File: src/rtl/mpu_poll_sequencer.sv
// mpu_poll_sequencer
// Autonomous front end for the MPU_6050 top: runs a fixed init instruction
// list once, then a fixed read instruction list every sample period. Each
// instruction goes through the I_EN/O_BUSY handshake, is error-checked, and
// is retried a bounded number of times before the sequencer parks in FAULT.
// Read results are presented with their list index and a one-cycle strobe.
module mpu_poll_sequencer #(
    parameter int INSTR_SZ    = 8,
    parameter int RXD_SZ      = 24,
    parameter int INIT_LEN    = 4,
    parameter int READ_LEN    = 3,
    parameter logic [INIT_LEN*INSTR_SZ-1:0] INIT_LIST = {8'h10, 8'h20, 8'h30, 8'h40},
    parameter logic [READ_LEN*INSTR_SZ-1:0] READ_LIST = {8'h56, 8'h78, 8'h9A},
    parameter int PERIOD_CYC  = 50_000,
    parameter int TIMEOUT_CYC = 50_000,
    parameter int RETRY_MAX   = 3
) (
    input  logic                CLK,
    input  logic                RST,
    input  logic                I_EN,
    input  logic                I_CLR,
    output logic                O_EN,
    output logic [INSTR_SZ-1:0] O_INSTR,
    input  logic                I_BUSY,
    input  logic                I_ERR,
    input  logic                I_ACK_FL,
    input  logic [RXD_SZ-1:0]   I_RXD,
    output logic [RXD_SZ-1:0]   O_DATA,
    output logic [3:0]          O_IDX,
    output logic                O_VALID,
    output logic                O_INIT_DONE,
    output logic                O_BUSY,
    output logic                O_FAULT,
    output logic                O_OVERRUN,
    output logic [7:0]          O_RETRY_CNT
);

    typedef enum logic [2:0] {
        ST_IDLE,
        ST_ISSUE,
        ST_WAIT_START,
        ST_WAIT_DONE,
        ST_CHECK,
        ST_PERIOD_WAIT,
        ST_FAULT
    } state_t;

    localparam logic       PH_INIT   = 1'b0;
    localparam logic       PH_READ   = 1'b1;
    localparam logic [3:0] INIT_LAST = 4'(INIT_LEN - 1);
    localparam logic [3:0] READ_LAST = 4'(READ_LEN - 1);
    localparam logic [7:0] RETRY_LIM = 8'(RETRY_MAX);
    localparam logic [31:0] TMO_LAST = 32'(TIMEOUT_CYC - 1);
    localparam logic [31:0] PER_LAST = 32'(PERIOD_CYC - 1);

    // FSM state and per-instruction bookkeeping
    state_t              r_state;
    logic                r_phase;
    logic [3:0]          r_idx;
    logic [7:0]          r_retry;
    logic                r_err;
    logic                r_tmo;
    logic [31:0]         r_tmo_cnt;
    logic [31:0]         r_per_cnt;

    // Registered outputs
    logic                r_o_en;
    logic [INSTR_SZ-1:0] r_o_instr;
    logic [RXD_SZ-1:0]   r_o_data;
    logic [3:0]          r_o_idx;
    logic                r_o_valid;
    logic                r_init_done;
    logic                r_fault;
    logic                r_overrun;
    logic [7:0]          r_retry_cnt;

    // Instruction lists unpacked into 16-entry tables so a 4-bit index
    // always addresses a defined entry; unused slots read as zero.
    logic [INSTR_SZ-1:0] w_init_rom [16];
    logic [INSTR_SZ-1:0] w_read_rom [16];

    genvar gi;
    generate
        for (gi = 0; gi < 16; gi++) begin : g_rom
            if (gi < INIT_LEN) begin : g_init
                assign w_init_rom[gi] = INIT_LIST[(INIT_LEN-1-gi)*INSTR_SZ +: INSTR_SZ];
            end else begin : g_init_pad
                assign w_init_rom[gi] = '0;
            end
            if (gi < READ_LEN) begin : g_read
                assign w_read_rom[gi] = READ_LIST[(READ_LEN-1-gi)*INSTR_SZ +: INSTR_SZ];
            end else begin : g_read_pad
                assign w_read_rom[gi] = '0;
            end
        end
    endgenerate

    logic [INSTR_SZ-1:0] w_instr;
    logic                w_last;
    logic                w_pass;
    logic                w_tmo_hit;
    logic                w_tick;
    logic                w_in_burst;
    logic                w_last_done;

    assign w_instr   = (r_phase == PH_READ) ? w_read_rom[r_idx] : w_init_rom[r_idx];
    assign w_last    = (r_phase == PH_READ) ? (r_idx == READ_LAST) : (r_idx == INIT_LAST);
    assign w_pass    = !r_err && !r_tmo;
    assign w_tmo_hit = (r_tmo_cnt == TMO_LAST);
    assign w_tick    = r_init_done && (r_per_cnt == PER_LAST);

    // A read burst is running from its first issue up to and including the
    // CHECK of its last entry; a tick landing on that final passing CHECK is
    // not an overrun because the burst is finishing on that very edge.
    assign w_in_burst  = (r_phase == PH_READ) &&
                         ((r_state == ST_ISSUE) || (r_state == ST_WAIT_START) ||
                          (r_state == ST_WAIT_DONE) || (r_state == ST_CHECK));
    assign w_last_done = (r_state == ST_CHECK) && (r_phase == PH_READ) && w_last && w_pass;

    // Free-running sample period counter, started once init has completed
    always_ff @(posedge CLK) begin
        if (RST) begin
            r_per_cnt <= '0;
        end else if (r_init_done) begin
            r_per_cnt <= w_tick ? '0 : (r_per_cnt + 32'd1);
        end
    end

    // Sequencer FSM with all outputs registered
    always_ff @(posedge CLK) begin
        if (RST) begin
            r_state     <= ST_IDLE;
            r_phase     <= PH_INIT;
            r_idx       <= '0;
            r_retry     <= '0;
            r_err       <= 1'b0;
            r_tmo       <= 1'b0;
            r_tmo_cnt   <= '0;
            r_o_en      <= 1'b0;
            r_o_instr   <= '0;
            r_o_data    <= '0;
            r_o_idx     <= '0;
            r_o_valid   <= 1'b0;
            r_init_done <= 1'b0;
            r_fault     <= 1'b0;
            r_overrun   <= 1'b0;
            r_retry_cnt <= '0;
        end else begin
            r_o_en    <= 1'b0;
            r_o_valid <= 1'b0;
            r_overrun <= w_tick && w_in_burst && !w_last_done;

            case (r_state)
                ST_IDLE: begin
                    r_tmo_cnt <= '0;
                    if (I_EN) begin
                        if (!r_init_done) begin
                            r_phase <= PH_INIT;
                            r_idx   <= '0;
                            r_retry <= '0;
                            r_state <= ST_ISSUE;
                        end else begin
                            r_state <= ST_PERIOD_WAIT;
                        end
                    end
                end

                ST_ISSUE: begin
                    r_o_en    <= 1'b1;
                    r_o_instr <= w_instr;
                    r_err     <= 1'b0;
                    r_tmo     <= 1'b0;
                    r_tmo_cnt <= '0;
                    r_state   <= ST_WAIT_START;
                end

                // Busy seen while our own strobe is still high cannot be a
                // response to it, so it is ignored for that first cycle.
                ST_WAIT_START: begin
                    if (I_BUSY && !r_o_en) begin
                        r_tmo_cnt <= '0;
                        r_state   <= ST_WAIT_DONE;
                    end else if (w_tmo_hit) begin
                        r_tmo     <= 1'b1;
                        r_state   <= ST_CHECK;
                    end else begin
                        r_tmo_cnt <= r_tmo_cnt + 32'd1;
                    end
                end

                ST_WAIT_DONE: begin
                    r_err <= r_err | I_ERR | I_ACK_FL;
                    if (!I_BUSY) begin
                        r_state   <= ST_CHECK;
                    end else if (w_tmo_hit) begin
                        r_tmo     <= 1'b1;
                        r_state   <= ST_CHECK;
                    end else begin
                        r_tmo_cnt <= r_tmo_cnt + 32'd1;
                    end
                end

                // Dropping I_EN is honoured only here, after the current
                // instruction has fully succeeded or exhausted its retries.
                ST_CHECK: begin
                    r_tmo_cnt <= '0;
                    if (w_pass) begin
                        r_retry <= '0;
                        if (r_phase == PH_READ) begin
                            r_o_data  <= I_RXD;
                            r_o_idx   <= r_idx;
                            r_o_valid <= 1'b1;
                        end
                        if (w_last && (r_phase == PH_INIT)) begin
                            r_init_done <= 1'b1;
                        end
                        if (!I_EN) begin
                            r_state <= ST_IDLE;
                        end else if (w_last) begin
                            r_state <= ST_PERIOD_WAIT;
                        end else begin
                            r_idx   <= r_idx + 4'd1;
                            r_state <= ST_ISSUE;
                        end
                    end else if (r_retry < RETRY_LIM) begin
                        r_retry <= r_retry + 8'd1;
                        if (r_retry_cnt != 8'hFF) begin
                            r_retry_cnt <= r_retry_cnt + 8'd1;
                        end
                        r_state <= ST_ISSUE;
                    end else begin
                        r_fault <= 1'b1;
                        r_state <= ST_FAULT;
                    end
                end

                ST_PERIOD_WAIT: begin
                    if (!I_EN) begin
                        r_state <= ST_IDLE;
                    end else if (w_tick) begin
                        r_phase <= PH_READ;
                        r_idx   <= '0;
                        r_retry <= '0;
                        r_state <= ST_ISSUE;
                    end
                end

                ST_FAULT: begin
                    if (I_CLR) begin
                        r_fault <= 1'b0;
                        r_retry <= '0;
                        r_state <= ST_IDLE;
                    end
                end

                default: begin
                    r_state <= ST_IDLE;
                end
            endcase
        end
    end

    assign O_EN        = r_o_en;
    assign O_INSTR     = r_o_instr;
    assign O_DATA      = r_o_data;
    assign O_IDX       = r_o_idx;
    assign O_VALID     = r_o_valid;
    assign O_INIT_DONE = r_init_done;
    assign O_FAULT     = r_fault;
    assign O_OVERRUN   = r_overrun;
    assign O_RETRY_CNT = r_retry_cnt;
    // Pure decode of the state register
    assign O_BUSY      = (r_state != ST_IDLE) && (r_state != ST_PERIOD_WAIT) &&
                         (r_state != ST_FAULT);

endmodule

File: config.mk
export PLATFORM = sky130hd
export DESIGN_NAME = mpu_poll_sequencer
export DESIGN_NICKNAME = d
export VERILOG_FILES = /design/src/rtl/mpu_poll_sequencer.sv
export SDC_FILE = /design/constraint.sdc
export NUM_CORES = 1
export LEC_CHECK = 0
export CAP_MARGIN = 20
export CELL_PAD_IN_SITES_DETAIL_PLACEMENT = 1
export CELL_PAD_IN_SITES_GLOBAL_PLACEMENT = 2
export CORE_MARGIN = 10
export CORE_UTILIZATION = 29
export CTS_CLUSTER_SIZE = 24
export DETAILED_ROUTE_END_ITERATION = 12
export PLACE_DENSITY_LB_ADDON = 0.1
export SYNTH_ARGS = -nofsm -noshare
export SYNTH_HDL_FRONTEND = slang
export SYNTH_SLANG_ARGS = --single-unit
File: constraint.sdc
create_clock -name CLK -period 2.08 [get_ports CLK]
set_input_delay 0.416 -clock CLK [delete_from_list [all_inputs] [get_ports CLK]]
set_output_delay 0.416 -clock CLK [all_outputs]
set_load 0.01 [all_outputs]
==> impl_results.md, run 1 <==
- Grt met1 use: 18.4%
- Syn Area/Cell: 8.08 sq um
- Total Routed Length: 21700 um
- Worst setup SP type: register
- Clock skew: 11.3 ps
- Total gr overflow: 0
- Synthesized instance count: 767
- Slew @ Worst Pin: 785 ps
- Unique masters post-synth: 65
- DR iter-0 viols: 283
- CTS root buffer: clkbuf_16
- Routed vias: 6447
- Global routing usage on met2: 27.1%
- Layout cell share with drive strength beyond 1: 21.1%
- Period utilization: 102%
- MaxCap Viol Count: 0
- WL/cell: 17.4 um
- Row count: 53
- Max-slew violation count: 0
- Routed Antenna Nets: 0
- Drt first pass iters: 4
- H-tree levels: 4
- Slew HR: 47.5%
- First-pass GRT wire length: 36300 um
- Standby leakage power: 3.25 nW
- Status: complete, but fails checks
- Core Box Area: 21000 sq um
- Placed Instances: 1209
- Nets: 1001
- Area of the multi-input gates: 3560 sq um
- Final total power: 6.53 mW
- Final setup violation count: 2
- Async S/R FF share, synth: 0%
- I/O Buffers: 79
- Critical path class: reg -> reg
- Worst Hold Class: reg -> reg
- Largest net degree at the start of global routing: 40
- Area Overhead vs Synth: 45.5%
- Placer Congestion: 0.847
- Top Usage Layer GRT: met2
- GR Util All Layers: 15.7%
- Crit-path max FO: 4
- Initial antenna violation count: 0
- Die width: 166 um
- Critical path arrival: 2430 ps
- Clock tree buffer depth: 2
- Num CTS Buffers: 17
- N_diodes: 0
- Syn nets: 808
- Ys flop type: dfxtp_1
- Final Hold Viols: 0
- Post-synth EDFFs: 0
- Die height: 166 um
- Peak VDD IR: 466 uV
- Vias in the first global route: 6906
- Post-DP HPWL: 16100 um
- CTS tree: built
- Die area: 27600 sq um
- CP Capture Type: register
- R2R Setup Slk: -40 ps
- Initial Utilization: 29.5%
- Mapped Area: 6200 sq um
- TritonCTS Sinks: 130
- Post-route DRC violation count: 0
- Post-CTS Hold Fix Bufs: 0
- IO Count: 81
- Crit path time final: 2120 ps
- Setup ws final: -42.0 ps
- PD cells: 725 nW/um^2
- GR met3 Demand/Resource: 4.42%
- Required time of the critical path: 2390 ps
- Fill count: 2464
- Finished Layout Cells: 1248
- FF/Latch Area: 2610 sq um
- Violated checks: setup timing
- Vias per cell: 5.17
- RSZ-0062 raised after global routing: yes
- Clk Latency, worst-skew pair: 420 ps
- FMAX: 0.471 GHz
- Register area share after synthesis: 42.0%
- Flops & latches, synth: 130
- Total number of yosys warnings: 0
- Clock transition at path regs: 60 ps
-- layer usage --
metal | vias up | routed length, um
met5 | - | 0
met3 | 14 | 854
met1 | 3186 | 9720
met4 | 0 | 197
li1 | 3179 | -
met2 | 68 | 10900
-- area by class of cell --
class                   instances  area share [%]
clock inverters                 9            1.69
repair buffers                209            20.0
well taps                     275            3.82
multi-input cells             582            39.5
flip-flops and latches        130            28.9
inverters                      20           0.833
clock buffers                  23            5.30
-- cells by family after synthesis --
family,share of synthesized area [%]
buf+inv,3.53
simple gates,31.6
xor+xnor,4.24
fa+ha+maj,2.02
compound gates,15.8
other cells,0.0605
mux,0.666
flops,42.0
-- cell usage in the layout, fill, tap and decap left out, types with 6 or more instances in the layout --
cell,Yosys,final
nor3_1,25,22
or4_1,24,20
o31ai_1,12,11
nor4_1,18,11
inv_1,20,20
nand3_1,36,35
nor4_2,0,6
nor2_1,66,65
and3_1,12,12
o211ai_1,11,11
nand4_1,19,19
buf_4,1,127
or3_1,19,18
nor3b_1,7,7
o21ai_0,22,22
dfxtp_1,130,127
a21oi_1,70,67
nand2b_1,7,7
nand2_1,111,110
clkdlybuf4s50_1,0,76
ha_1,10,9
xor2_1,9,9
xnor2_1,21,21
clkbuf_16,0,17
-- where the power goes --
part           total (mW)  internal [mW]  switching, mW  leakage, nW
combinational       0.757          0.336          0.420         1.89
sequential           2.53           2.52         0.0136         1.05
clock                3.25           2.10           1.15        0.311
-- synth_stat cells (2+ instances only) --
library cell	number	area share (%)
dfxtp_1	130	42
nand2_1	111	6.7
a21oi_1	70	5.7
nor2_1	66	4.0
nand3_1	36	2.9
nor3_1	25	2.0
clkbuf_1	24	1.5
or4_1	24	2.9
o21ai_0	22	1.8
xnor2_1	21	3.0
inv_1	20	1.2
nand4_1	19	1.9
or3_1	19	1.9
nor4_1	18	1.8
and3_1	12	1.2
o31ai_1	12	1.5
o211ai_1	11	1.3
ha_1	10	2.0
xor2_1	9	1.3
buf_2	7	0.57
nand2b_1	7	0.71
nor3b_1	7	0.85
nor4b_1	6	0.85
a22oi_1	5	0.61
nor2b_1	5	0.50
a31oi_1	4	0.40
and2_1	4	0.40
and4_1	4	0.57
o21a_1	4	0.48
o311ai_0	4	0.57
or2_2	4	0.40
buf_1	3	0.18
mux2i_1	3	0.48
nand3b_1	3	0.36
o41ai_1	3	0.42
nand4b_1	2	0.28
o2111ai_1	2	0.28
o21ai_1	2	0.16
or3b_1	2	0.28
or4b_1	2	0.32
-- critical path, cell delays in order, from the launching register on --
cell      delay, ps
dfxtp_2         320
or4_4           530
and4bb_2        350
a21oi_4          90
or4b_4          490
a32o_1          230
-- registers in the layout, indices dropped and copies added (netlist names), 4 cells and up --
name         count
r_per_cnt       32
r_tmo_cnt       32
O_DATA          24
O_RETRY_CNT      8
r_retry          8
O_INSTR          7
O_IDX            4
r_idx            4
-- repair_timing --
action                                  CTS  global route
endpoints found under the setup margin   18            30
gates resized for setup                  16            24
buffers inserted                          2             5
pin swaps                                 3             9
-- worst paths after layout --
| kind | from | endpoint | cells past startpoint |
|---|---|---|---|
| max | r_per_cnt[30] | r_idx[3] | 5 |
| min | O_DATA[17] | O_DATA[17] | 2 |
| max reg2reg | r_per_cnt[30] | r_idx[3] | 5 |
| min reg2reg | O_DATA[17] | O_DATA[17] | 2 |
-- through the flow --
stage	hold WS (ps)	util [%]	worst slack, ps	area, sq um	setup TNS (ps)
2_1_floorplan	431	-	2.69	6200	0
3_3_place_gp	442	38.8	-432	8160	-7450
3_5_place_dp	449	38.8	-587	8160	-11120
4_1_cts	458	42.2	-57.0	8880	-113
5_1_grt	480	42.9	-95.0	9020	-235
6_report	455	42.9	-42.0	9020	-50.2
Power figures use the tool's default switching activity.
==> inputs of run 2 (changes only) <==
CORE_MARGIN = default   (was 10)
==> impl_results.md, run 2 (synthesized netlist as in run 1, its figures left out) <==
- Violated checks: setup timing
- Setup ws final: -60.3 ps (-18.3 ps)
- Area Overhead vs Synth: 42.7%
- I/O Buffers: 79 (unchanged)
- CTS tree: built
- IO Count: 81 (unchanged)
- Status: complete, but fails checks
- Placer Congestion: 0.820 (-3.2%)
- Largest net degree at the start of global routing: 66 (+65%)
- FF/Latch Area: 2610 sq um (+0.14%)
- Critical path class: reg -> reg
- Initial Utilization: 29.6% (+0.093 points)
- Clock skew: 11.9 ps (+0.613 ps)
- Routed vias: 6383 (-0.99%)
- Critical path arrival: 2450 ps (+20 ps)
- GR Util All Layers: 18.9% (+3.3 points)
- Period utilization: 103% (+0.88 points)
- Finished Layout Cells: 1231 (-1.4%)
- Worst r2r src: r_per_cnt[30]
- Clock transition at path regs: 60 ps (about the same)
- CP Capture Type: register
- Post-DP HPWL: 14700 um (-8.7%)
- Drt first pass iters: 4 (unchanged)
- FMAX: 0.467 GHz (-0.85%)
- Final setup violation count: 2 (unchanged)
- Required time of the critical path: 2390 ps (about the same)
- Standby leakage power: 3.13 nW (-3.8%)
- Met3 wire length: 733 um (-14%)
- Met1 Wirelength: 9280 um (-4.5%)
- Hold Crit Start: O_DATA[12]
- Slew HR: 46.8% (-0.68 points)
- Worst Hold Class: reg -> reg
- Routed Antenna Nets: 0 (unchanged)
- DR iter-0 viols: 219 (-23%)
- Row count: 53 (unchanged)
- Commonest non-fill, non-tap cells in the layout: 124 x dfxtp_1, 110 x nand2_1, 107 x buf_4, 77 x clkdlybuf4s50_1, 69 x a21oi_1
- TritonCTS Sinks: 130 (unchanged)
- Hold Crit Depth: 2 (unchanged)
- RSZ-0062 raised after global routing: yes
- First-pass GRT wire length: 33200 um (-8.5%)
- Layout cell share with drive strength beyond 1: 20.1% (-0.99 points)
- Initial antenna violation count: 0 (unchanged)
- Peak VDD IR: 451 uV (-3.2%)
- Uppermost layer routed: met4
- Crit path time final: 2140 ps (+18.3 ps)
- H-tree levels: 4 (unchanged)
- WL met2: 10200 um (-6.5%)
- Crit-path max FO: 4 (unchanged)
- Core Box Area: 21000 sq um (-0.32%)
- Nets: 984 (-1.7%)
- R2R Setup Slk: -60 ps (-20 ps)
- Slew @ Worst Pin: 796 ps (+10.2 ps)
- Clk Latency, worst-skew pair: 420 ps (about the same)
- Worst r2r dst: r_idx[3]
- Worst Hold End: O_DATA[12]
- Commonest non-fill, non-tap cell in the layout: dfxtp_1
- MaxCap Viol Count: 0 (unchanged)
- Num CTS Buffers: 17 (unchanged)
- Final core occ: 42.2% (-0.69 points)
- Clock tree buffer depth: 2 (unchanged)
- Max-slew violation count: 0 (unchanged)
- WL/cell: 16.6 um (-4.4%)
- Final Hold Viols: 0 (unchanged)
- PD cells: 706 nW/um^2 (-2.6%)
- Worst setup SP type: register
- Post-route DRC violation count: 0 (unchanged)
- Die height: 148 um (-11%)
- Post-CTS Hold Fix Bufs: 0 (unchanged)
- Total gr overflow: 0 (unchanged)
- Fill count: 2510 (+1.9%)
- Critical Path Slowest Stage Cell: or4_4
- R2R depth: 5 (unchanged)
- Placed Instances: 1196 (-1.1%)
- Die width: 148 um (-11%)
- N_diodes: 0 (unchanged)
- Crit-path cells: or4_4, and4bb_2, a21oi_4, or4b_4, a32o_1
- Total Routed Length: 20500 um (-5.7%)
- Slowest stage delay, CP: 540 ps (about the same)
- Vias per cell: 5.19 (+0.37%)
- Vias in the first global route: 6574 (-4.8%)
- Area of the multi-input gates: 3550 sq um (-0.14%)
- Die area: 22000 sq um (-20%)
- CTS root buffer: clkbuf_16
==> run 2: final cells by class <==
cell class	count	area share, %
well taps	275	3.89
flip-flops and latches	130	29.5
clock buffers	17	4.81
clock inverters	15	1.80
inverters	20	0.849
multi-input cells	582	40.2
repair buffers	192	19.0
==> run 2: metal layers <==
metal / global-route usage (%) / vias to the layer above
met5: 0 / -
met4: 5.46 / 0
met3: 4.20 / 16
met2: 33.2 / 85
met1: 23.0 / 3127
li1: - / 3155
==> run 2: worst max-delay path: cells and delay by family, from the launching register on <==
| family | cells | cell delay (ps) |
|---|---|---|
| flip-flops | 1 | 320 |
| AND/OR/NAND/NOR | 3 | 1390 |
| AO/OA/AOI/OAI | 2 | 320 |
==> run 2: repair_timing <==
item | in CTS | in global routing
endpoints found under the setup margin | 22 | 40
resized for setup | 13 | 29
pin swaps | 6 | 6
buffers inserted | 3 | 0
cloned | 0 | 0
==> run 2: worst max path at each step <==
stage,from,end,slack [ps],depth (start not counted)
2_1_floorplan,O_INIT_DONE,r_per_cnt[30],3,6
5_1_grt,r_per_cnt[30],r_idx[3],-100,5
6_report,r_per_cnt[30],r_idx[3],-60,5
4_1_cts,r_per_cnt[30],r_idx[3],-60,5
3_5_place_dp,I_BUSY,r_tmo_cnt[31],-600,6
3_3_place_gp,I_BUSY,r_tmo_cnt[12],-450,6
==> run 2: power by group <==
part	switching (mW)	internal (mW)	leakage [nW]
Clock	1.23	1.78	0.285
Combinational	0.397	0.300	1.79
Sequential	0.0279	2.52	1.05
==> run 2: metrics by stage <==
step | area, sq um | setup TNS (ps) | power, mW | hold WS (ps) | worst slack (ps)
4_1_cts | 8710 | -124 | 6.30 | 461 | -62.0
5_1_grt | 8840 | -238 | 6.51 | 477 | -102
6_report | 8840 | -64.8 | 6.24 | 457 | -60.3
2_1_floorplan | 6200 | 0 | 2.93 | 431 | 2.69
3_3_place_gp | 8070 | -8220 | 3.24 | 443 | -454
3_5_place_dp | 8070 | -11450 | 3.26 | 450 | -601
==> inputs of run 3 (changes only) <==
CORE_MARGIN = 4   (was default)
==> impl_results.md, run 3 (synthesized netlist as in run 1, its figures left out) <==
- Status: complete, but fails checks
- Violated checks: setup timing
- Post-route DRC violation count: 0 (unchanged)
- Vias per cell: 5.18 (-0.19%)
- R2R depth: 5 (unchanged)
- Critical path class: reg -> reg
- Clock transition at path regs: 60 ps (about the same)
- Total Routed Length: 20900 um (+2.1%)
- Peak VDD IR: 470 uV (+4.0%)
- Total gr overflow: 0 (unchanged)
- CP Capture Type: register
- Post-DP HPWL: 15300 um (+4.5%)
- Vias in the first global route: 6688 (+1.7%)
- DR iter-0 viols: 292 (+33%)
- Crit-path max FO: 3 (-1)
- Uppermost layer routed: met5
- Clk Latency, worst-skew pair: 420 ps (about the same)
- Critical path arrival: 2430 ps (-20 ps)
- Final Hold Viols: 0 (unchanged)
- Die width: 154 um (+4.0%)
- Slowest stage delay, CP: 530 ps (about the same)
- Row count: 53 (unchanged)
- Clock tree buffer depth: 2 (unchanged)
- Clock skew: 11.0 ps (-0.899 ps)
- Final total power: 6.28 mW (+0.53%)
- Initial Utilization: 29.5% (-0.093 points)
- RSZ-0062 raised after global routing: yes
- Worst Hold Slack: 455 ps (-2.33 ps)
- First-pass GRT wire length: 34700 um (+4.5%)
- Post-DP Area: 8080 sq um (+0.22%)
- Crit path time final: 2120 ps (-18.2 ps)
- Routed Antenna Nets: 0 (unchanged)
- GR Util All Layers: 17.7% (-1.2 points)
- Drt first pass iters: 4 (unchanged)
- Critical Path Slowest Stage Cell: or4_4
- Setup TNS: -42.2 ps (+22.6 ps)
- Slew HR: 66.3% (+20 points)
- Hold Crit Start: O_DATA[19]
- Max-slew violation count: 0 (unchanged)
- Num CTS Buffers: 17 (unchanged)
- Hold Crit Depth: 2 (unchanged)
- Largest net degree at the start of global routing: 48 (-27%)
- Routed vias: 6412 (+0.45%)
- CTS tree: built
- Post-CTS Hold Fix Bufs: 0 (unchanged)
- Commonest non-fill, non-tap cells in the layout: 123 x dfxtp_1, 116 x buf_4, 110 x nand2_1, 75 x clkdlybuf4s50_1, 70 x a21oi_1
- R2R Setup Slk: -40 ps (+20 ps)
- CP top delay family: simple AND/OR/NAND/NOR gates
- Placer Congestion: 0.842 (+2.6%)
- Buf/Inv on CP: 0 (unchanged)
- Standby leakage power: 3.16 nW (+1.1%)
- H-tree levels: 4 (unchanged)
- Worst Hold Class: reg -> reg
- PD cells: 707 nW/um^2 (+0.17%)
- IO Count: 81 (unchanged)
- Die height: 154 um (+4.0%)
- Fin area: 8880 sq um (+0.37%)
- I/O Buffers: 79 (unchanged)
- Area Overhead vs Synth: 43.2%
- Core Box Area: 21000 sq um (+0.32%)
- Met1 Wirelength: 9530 um (+2.7%)
- FF/Latch Area: 2610 sq um (about the same)
- TritonCTS Sinks: 130 (unchanged)
- Final setup violation count: 1 (-1)
- Initial antenna violation count: 1 (+1)
- MaxCap Viol Count: 0 (unchanged)
- Slew @ Worst Pin: 505 ps (-290 ps)
- Fill count: 2427 (-3.3%)
- Die area: 23800 sq um (+8.3%)
- Worst r2r src: r_per_cnt[4]
- WL/cell: 16.9 um (+1.5%)
- FMAX: 0.471 GHz (+0.86%)
- Nets: 992 (+0.81%)
- Worst Hold End: O_DATA[19]
- Setup ws final: -42.2 ps (+18.2 ps)
- N_diodes: 0 (unchanged)
- CTS root buffer: clkbuf_16
- Commonest non-fill, non-tap cell in the layout: dfxtp_1
- WL met2: 10200 um (-0.35%)
- Worst setup SP type: register
- Period utilization: 102% (-0.87 points)
- Placed Instances: 1200 (+0.33%)
- Finished Layout Cells: 1239 (+0.65%)
- Area of the multi-input gates: 3520 sq um (-0.81%)
- Crit-path cells: or4_4, and4bb_2, a21oi_4, or4b_4, a32o_1
- Layout cell share with drive strength beyond 1: 20.0% (-0.063 points)
- Required time of the critical path: 2390 ps (about the same)
- Met3 wire length: 947 um (+29%)
- Worst r2r dst: r_idx[3]
-- run 3: per-layer routing --
layer,GRT usage (%),vias to the layer above
met3,4.59,21
met2,30.0,91
li1,-,3166
met5,0,-
met4,4.75,2
met1,22.4,3132
-- run 3: final cells by class --
| type | count | share of cell area (%) |
|---|---|---|
| sequential | 130 | 29.4 |
| tap | 275 | 3.88 |
| clock buffer | 17 | 4.79 |
| timing repair buffer | 200 | 19.6 |
| inverter | 20 | 0.846 |
| clock inverter | 15 | 1.78 |
| multi-input combinational | 582 | 39.7 |
-- run 3: per-stage QoR --
step / util, % / setup slack (ps)
after floorplan: - / 2.69
after global placement: 38.5 / -554
after detailed placement: 38.5 / -678
after CTS: 41.6 / -91.8
after global routing: 42.2 / -100
final: 42.2 / -42.2
-- run 3: power by group --
part           internal, mW  switching (mW)  total, mW
clock                  1.77            1.25       3.02
sequential             2.51          0.0203       2.53
combinational         0.316           0.404      0.720
-- run 3: worst max path at each step --
stage,start,to,depth (start not counted)
after floorplan,O_INIT_DONE,r_per_cnt[30],6
after global placement,I_BUSY,r_tmo_cnt[31],6
after detailed placement,I_BUSY,r_tmo_cnt[31],6
after CTS,r_per_cnt[4],r_idx[3],5
after global routing,r_per_cnt[4],r_idx[3],5
final,r_per_cnt[4],r_idx[3],5
-- run 3: worst min-delay path, delay by kind of cell (launching register included) --
family / cells / cell delay [ps]
AND/OR/NAND/NOR: 1 / 50
AO/OA/AOI/OAI: 1 / 50
flip-flops: 1 / 310
-- run 3: repair_timing --
action | 4_1_cts | 5_1_grt
resized for setup | 17 | 21
pin swaps | 7 | 11
setup buffers | 1 | 6
endpoints found under the hold margin | 0 | 0
endpoints found under the setup margin | 30 | 49
